===== src/rtl/mem_pkg.sv =====
// Shared memory-access encodings and helpers for the data-memory path.
// Imported by the load/store unit and the hazard logic.
package mem_pkg;

    localparam int unsigned DATA_W = 32;
    localparam int unsigned HALF_W = 16;
    localparam int unsigned OFF_W  = 2;

    typedef enum logic [1:0] {
        MASK_BYTE = 2'd0,
        MASK_HALF = 2'd1,
        MASK_WORD = 2'd2,
        MASK_RSVD = 2'd3
    } mask_e;

    typedef enum logic [0:0] {
        ST_IDLE  = 1'b0,
        ST_MERGE = 1'b1
    } state_e;

    typedef struct packed {
        logic [OFF_W-1:0] off;
        mask_e            mask;
        logic             sext;
    } ld_ctl_t;

    // Only byte/half stores are merged, so the low half of the data suffices
    typedef struct packed {
        logic [OFF_W-1:0]  off;
        mask_e             mask;
        logic [HALF_W-1:0] wdata;
    } st_ctl_t;

    function automatic mask_e norm_mask(input logic [1:0] m);
        return (m == 2'd3) ? MASK_WORD : mask_e'(m);
    endfunction

    function automatic logic is_misaligned(input mask_e m, input logic [OFF_W-1:0] off);
        logic mis;
        mis = 1'b0;
        case (m)
            MASK_HALF: mis = off[0];
            MASK_WORD: mis = |off;
            default:   mis = 1'b0;
        endcase
        return mis;
    endfunction

    function automatic logic [OFF_W-1:0] align_off(input mask_e m, input logic [OFF_W-1:0] off);
        logic [OFF_W-1:0] a;
        a = off;
        case (m)
            MASK_HALF: a = {off[1], 1'b0};
            MASK_WORD: a = 2'b00;
            default:   a = off;
        endcase
        return a;
    endfunction

endpackage


===== src/rtl/load_align.sv =====
// Selects the addressed byte/half lane of a RAM word and sign/zero extends it.
module load_align
    import mem_pkg::*;
(
    input  logic [DATA_W-1:0] rdata,
    input  logic [OFF_W-1:0]  off,
    input  mask_e             mask,
    input  logic              sext,
    output logic [DATA_W-1:0] data_c
);

    logic [7:0]        byte_v;
    logic [HALF_W-1:0] half_v;

    always_comb begin : align_comb
        data_c = rdata;
        byte_v = rdata[{off, 3'b000} +: 8];
        half_v = rdata[{off[1], 4'b0000} +: 16];
        case (mask)
            MASK_BYTE: data_c = {{24{sext & byte_v[7]}}, byte_v};
            MASK_HALF: data_c = {{16{sext & half_v[15]}}, half_v};
            default:   data_c = rdata;
        endcase
    end

endmodule


===== src/rtl/dmem_rmw.sv =====
// Data-memory access stage: word stores/loads in one cycle, byte/half stores
// via a read-modify-write merge against a word-only synchronous RAM.
module dmem_rmw
    import mem_pkg::*;
#(
    parameter int unsigned ADDR_W = 12
) (
    input  logic              clk,
    input  logic              rst_n,
    input  logic              ex_mem_memRead,
    input  logic              ex_mem_memWrite,
    input  logic [1:0]        ex_mem_maskMode,
    input  logic              ex_mem_sext,
    input  logic [31:0]       ex_mem_addr,
    input  logic [31:0]       ex_mem_wdata,
    output logic [ADDR_W-1:0] ram_addr,
    output logic              ram_we,
    output logic [31:0]       ram_wdata,
    input  logic [31:0]       ram_rdata,
    output logic [31:0]       ld_data,
    output logic              ld_valid,
    output logic              busy,
    output logic              misalign,
    output logic              protocol_err
);

    state_e            state;
    state_e            state_nxt;
    ld_ctl_t           ld_ctl;
    st_ctl_t           st_ctl;
    logic [ADDR_W-1:0] st_waddr;
    logic [31:0]       merged;
    logic [31:0]       align_data;

    mask_e             req_mask;
    logic [OFF_W-1:0]  req_off;
    logic [ADDR_W-1:0] req_waddr;
    logic              req_any;
    logic              in_idle;
    logic              ld_acc;
    logic              st_partial;

    // A simultaneous read+write is handled as a store
    assign req_mask   = norm_mask(ex_mem_maskMode);
    assign req_off    = align_off(req_mask, ex_mem_addr[1:0]);
    assign req_waddr  = ex_mem_addr[ADDR_W+1:2];
    assign req_any    = ex_mem_memRead | ex_mem_memWrite;
    assign in_idle    = (state == ST_IDLE);
    assign ld_acc     = in_idle & ex_mem_memRead & ~ex_mem_memWrite;
    assign st_partial = in_idle & ex_mem_memWrite & (req_mask != MASK_WORD);

    if (ADDR_W + 2 < 32) begin : g_unused_hi
        logic unused_addr_hi;
        assign unused_addr_hi = ^ex_mem_addr[31:ADDR_W+2];
    end

    always_ff @(posedge clk or negedge rst_n) begin : state_reg
        if (!rst_n) begin
            state <= ST_IDLE;
        end else begin
            state <= state_nxt;
        end
    end

    always_comb begin : next_state_comb
        state_nxt = state;
        case (state)
            ST_IDLE:  if (st_partial) state_nxt = ST_MERGE;
            ST_MERGE: state_nxt = ST_IDLE;
            default:  state_nxt = ST_IDLE;
        endcase
    end

    // Access control captured at acceptance; used by the following cycle
    always_ff @(posedge clk or negedge rst_n) begin : ctl_reg
        if (!rst_n) begin
            ld_valid <= 1'b0;
            ld_ctl   <= '0;
            st_ctl   <= '0;
            st_waddr <= '0;
        end else begin
            ld_valid <= ld_acc;
            if (ld_acc) begin
                ld_ctl <= '{off: req_off, mask: req_mask, sext: ex_mem_sext};
            end
            if (st_partial) begin
                st_ctl   <= '{off: req_off, mask: req_mask, wdata: ex_mem_wdata[HALF_W-1:0]};
                st_waddr <= req_waddr;
            end
        end
    end

    always_comb begin : merge_comb
        merged = ram_rdata;
        case (st_ctl.mask)
            MASK_BYTE: merged[{st_ctl.off, 3'b000} +: 8]     = st_ctl.wdata[7:0];
            MASK_HALF: merged[{st_ctl.off[1], 4'b0000} +: 16] = st_ctl.wdata;
            default:   merged = ram_rdata;
        endcase
    end

    // RAM port and status pulses; all forced quiet while reset is held
    always_comb begin : out_comb
        ram_addr     = req_waddr;
        ram_we       = 1'b0;
        ram_wdata    = ex_mem_wdata;
        busy         = 1'b0;
        misalign     = 1'b0;
        protocol_err = 1'b0;
        case (state)
            ST_IDLE: begin
                misalign     = req_any & is_misaligned(req_mask, ex_mem_addr[1:0]);
                protocol_err = ex_mem_memRead & ex_mem_memWrite;
                ram_we       = ex_mem_memWrite & (req_mask == MASK_WORD);
            end
            ST_MERGE: begin
                ram_addr     = st_waddr;
                ram_we       = 1'b1;
                ram_wdata    = merged;
                busy         = 1'b1;
                protocol_err = req_any;
            end
            default: ;
        endcase
        if (!rst_n) begin
            ram_we       = 1'b0;
            busy         = 1'b0;
            misalign     = 1'b0;
            protocol_err = 1'b0;
        end
    end

    load_align u_load_align (
        .rdata  (ram_rdata),
        .off    (ld_ctl.off),
        .mask   (ld_ctl.mask),
        .sext   (ld_ctl.sext),
        .data_c (align_data)
    );

    assign ld_data = ld_valid ? align_data : 32'h0;

endmodule


===== config.mk =====
export PLATFORM = sky130hd
export DESIGN_NAME = dmem_rmw
export DESIGN_NICKNAME = d
export VERILOG_FILES = /design/src/rtl/mem_pkg.sv /design/src/rtl/load_align.sv /design/src/rtl/dmem_rmw.sv
export SDC_FILE = /design/constraint.sdc
export NUM_CORES = 1
export LEC_CHECK = 0
export CORE_ASPECT_RATIO = 0.5
export CORE_MARGIN = 10
export CORE_UTILIZATION = 60
export DETAILED_ROUTE_END_ITERATION = 8
export DONT_BUFFER_PORTS = 1
export HOLD_SLACK_MARGIN = 0.1
export PLACE_DENSITY_LB_ADDON = 0.08
export SLEW_MARGIN = 10
export SYNTH_ARGS = -nofsm -noshare
export SYNTH_HDL_FRONTEND = slang
export SYNTH_SLANG_ARGS = --single-unit

===== constraint.sdc =====
create_clock -name clk -period 3.1 [get_ports clk]
set_clock_uncertainty 0.2 [all_clocks]
set_input_delay 0.775 -clock clk [delete_from_list [all_inputs] [get_ports clk]]
set_output_delay 0.775 -clock clk [all_outputs]
set_load 0.005 [all_outputs]

==> reports/metrics.csv <==
stage;metric;value;unit
worst_setup_path;WP data required;2120;ps
worst_setup_path;slowest CP cell;dfrtp_1;
power;Flop pwr share;43.7;%
global_routing;total global-route track usage;24.0;%
route;DRT Pass-1 Iters;5;
logic_synthesis;Yosys cell types;44;
power;cell-internal power;0.000989;W
worst_setup_path;type of origin of the critical path;flip-flop;
logic_synthesis;Post-Syn Nets;530;
global_routing;antenna violations before repair;0;
die;Placeable Area;0.00544;sq mm
global_routing;first-pass GRT wire length;17800;um
global_routing;GRT met3 Usage;7.90;%
route;drt initial violations;428;
worst_setup_path;CP endpoint kind;primary output;
timing;endpoints failing setup;0;
global_routing;M1 GR Usage;32.2;%
finish;Largest regs;st_ctl: 20 flops, st_waddr: 12 flops, ld_ctl: 5 flops;
place;worst slack, placed;148;ps
die;# rows;19;
place;DP HPWL;9370;um
die;Die Ht;72.8;um
worst_setup_path;Worst EP arrival;2060;ps
power;Comb power frac;34.9;%
clock_network;clock buffer depth;2;
worst_setup_path;Cell Chain, Critical Path;inv_1 -> ha_1 -> nor3_2 -> and4b_1 -> buf_4 -> nand2_1 -> a41oi_2;
die;die area;0.00914;sq mm
clock_network;Clock Sinks;39;
logic_synthesis;Post-Synthesis Cells;422;
finish;layout cells sized above 1;21.3;%
die;I/O pin cnt;184;
route;# DRC;0;
logic_synthesis;Yosys top cell area share;29.2;%
timing;period utilisation layout;97.9;%
logic_synthesis;Synth Cell Area;0.00334;sq mm
timing;Final Slew Violations;0;
timing;Slew HR;52.6;%
logic_synthesis;largest cells by area after synthesis;dfrtp_1 29%, mux2_2 12%, nand2_1 7.3%;
timing;Worst-Margin Slew;710;ps
clock_network;cts bufs inserted;5;
global_routing;total gr overflow;0;
logic_synthesis;Seq/Total Area, Yosys;29.2;%
clock_network;root buffer cell;clkbuf_8;
power;PD cells;439;mW/mm^2
power;sw frac;37.8;%
power;total leakage power;1.46;nW
place;Placed Area;0.00338;sq mm
power;maximum VDD drop;0.253;mV
flow_run;max-cap viol count;0;
min_path;Hold Crit Class;input port to async pin;
power;Clock Power Share;21.4;%
die;DIE WIDTH;126;um
route;Post-Route WL;11700;um
logic_synthesis;asr flop ratio synth;100;%
global_routing;GRT busiest layer;met2;
place;routability cong.;0.972;
route;Vias/cell;6.76;
timing;fmax;330;MHz
global_routing;number of global-route vias before repair;3047;
worst_setup_path;Slowest Stage Delay on Critical Path;430;ps
worst_setup_path;worst path bufs/invs;2;
clock_network;Reg clk slew, reported paths;80;ps
power;sw power;0.000601;W
timing;post-layout min period;3030;ps
finish;largest reg by FF count;st_ctl;
route;ANT nets after route;0;
logic_synthesis;Most used DFF post-synth;dfrtp_1;
clock_network;H-tree depth;2;
logic_synthesis;mean post-synth cell area;7.92;sq um
die;initial core utilization;61.4;%
finish;Final Cell Area;0.00362;sq mm
clock_network;CTS tree;done;
worst_setup_path;crit-path leading delay family;simple AND/OR/NAND/NOR gates;
logic_synthesis;post-synth top area cell;dfrtp_1;
worst_setup_path;crit path max fanout;7;
finish;final core occ;66.5;%
logic_synthesis;Yosys reg bits;39;
power;Tot Pwr;0.00159;W
route;Vias;3291;
route;Avg WL per Cell;24.1;um
outcome;status;finished clean;
finish;Antenna Cells;0;
timing;final worst slack;66.6;ps
worst_setup_path;WS Path Type;flip-flop to primary output;
global_routing;met2 Usage GRT;36.3;%
clock_network;worst skew pair latency;290;ps
finish;Largest register FFs;20;
timing;Final Hold Violating Endpoints;0;
logic_synthesis;EDFF count, synth;0;
logic_synthesis;total of warnings raised by yosys;0;
global_routing;largest net degree at the start of global routing;44;
finish;nets@finish;521;
finish;synthesis-to-finish area growth;8.39;%
place;I/O Buffers;0;
## synthesized netlist by cell type (3+ instances only)
cell / n
inv_1: 29
mux2i_1: 8
nor2_1: 53
ha_1: 5
o21ai_0: 27
a41oi_1: 15
nand2b_1: 13
nor2b_1: 13
clkbuf_1: 21
o221a_2: 7
o211ai_1: 8
dfrtp_1: 39
a21oi_1: 23
mux2_2: 35
and2_1: 3
nand3_1: 3
a221oi_1: 9
nand2_1: 65
buf_2: 5
a221o_1: 8
a22oi_1: 8
## final cells by class
type	instances	area [sq um]
Multi-Input combinational cell	325	2240
Fill cell	462	1820
Sequential cell	39	980
Timing Repair Buffer	12	115
Inverter	30	113
Tap cell	73	91.3
Clock buffer	6	72.6
Clock inverter	2	13.8
## path summary, 6_finish.rpt
check | startpoint | to | slack, ps | depth (start not counted)
min in group clk | st_waddr[11]$_DFFE_PN0P_ | st_waddr[11]$_DFFE_PN0P_ | 310 | 1
max reg2reg | state$_DFF_PN0_ | st_waddr[7]$_DFFE_PN0P_ | 1000 | 4
max | st_ctl[18]$_DFFE_PN0P_ | ram_wdata[24] | 70 | 7
max in group asynchronous | rst_n | st_ctl[16]$_DFFE_PN0P_ | 2380 | 1
min reg2reg | st_waddr[11]$_DFFE_PN0P_ | st_waddr[11]$_DFFE_PN0P_ | 310 | 1
min | rst_n | st_waddr[11]$_DFFE_PN0P_ | 110 | 1
## layout by cell type (no fill, tap or decap), types with 6 or more instances in the layout
cell type and n:
mux2_2 35, a41oi_1 10, a221o_1 8, inv_1 29, buf_4 10, o21ai_0 27
a21oi_1 23, a221oi_2 6, dfrtp_1 36, nand2_1 65, mux2i_1 8, nor2_1 53
o221a_2 7, a22oi_1 8, nand2b_1 13, o211ai_1 8, nor2b_1 13
## repair_timing
action                     CTS  global route
pin swaps                    0             1
hold endpoints to repair    39             0
hold buffers                 1             0
gates resized for setup      3            18
buffers inserted             0             3
setup endpoints to repair   29            48
## per-stage QoR
step / cells / hold WS (ps) / setup TNS, ps
after floorplan: 422 / 275 / 0
after global placement: 475 / 281 / 0
after detailed placement: 475 / 280 / 0
after CTS: 484 / 114 / 0
after global routing: 487 / 109 / -121
final: 487 / 113 / 0
## power groups by stage
stage / clock network [W] / logic [W] / registers [W]
2_1_floorplan: 0 / 0.000427 / 0.000648
3_3_place_gp: 0 / 0.000485 / 0.000692
3_5_place_dp: 0 / 0.000502 / 0.000699
4_1_cts: 0.000345 / 0.000518 / 0.000690
5_1_grt: 0.000377 / 0.000612 / 0.000708
6_report: 0.000339 / 0.000556 / 0.000695
## kinds of logic (layout without fill, tap and decap cells)
family	after synthesis	after routing	synth area share [%]
AO/OA/AOI/OAI	114	114	24.7
adder cells (fa/ha/maj)	5	5	1.87
buffers and inverters	58	50	6.93
flip-flops	39	39	29.2
multiplexers	45	45	15.3
AND/OR/NAND/NOR	161	161	21.9
## metal layers
metal  routed length [um]  up-vias
li1                     -     1483
met1                 4570     1545
met2                 5150      238
met3                 1750       25
met4                  261        0
met5                    0        -
Power figures use the tool's default switching activity.
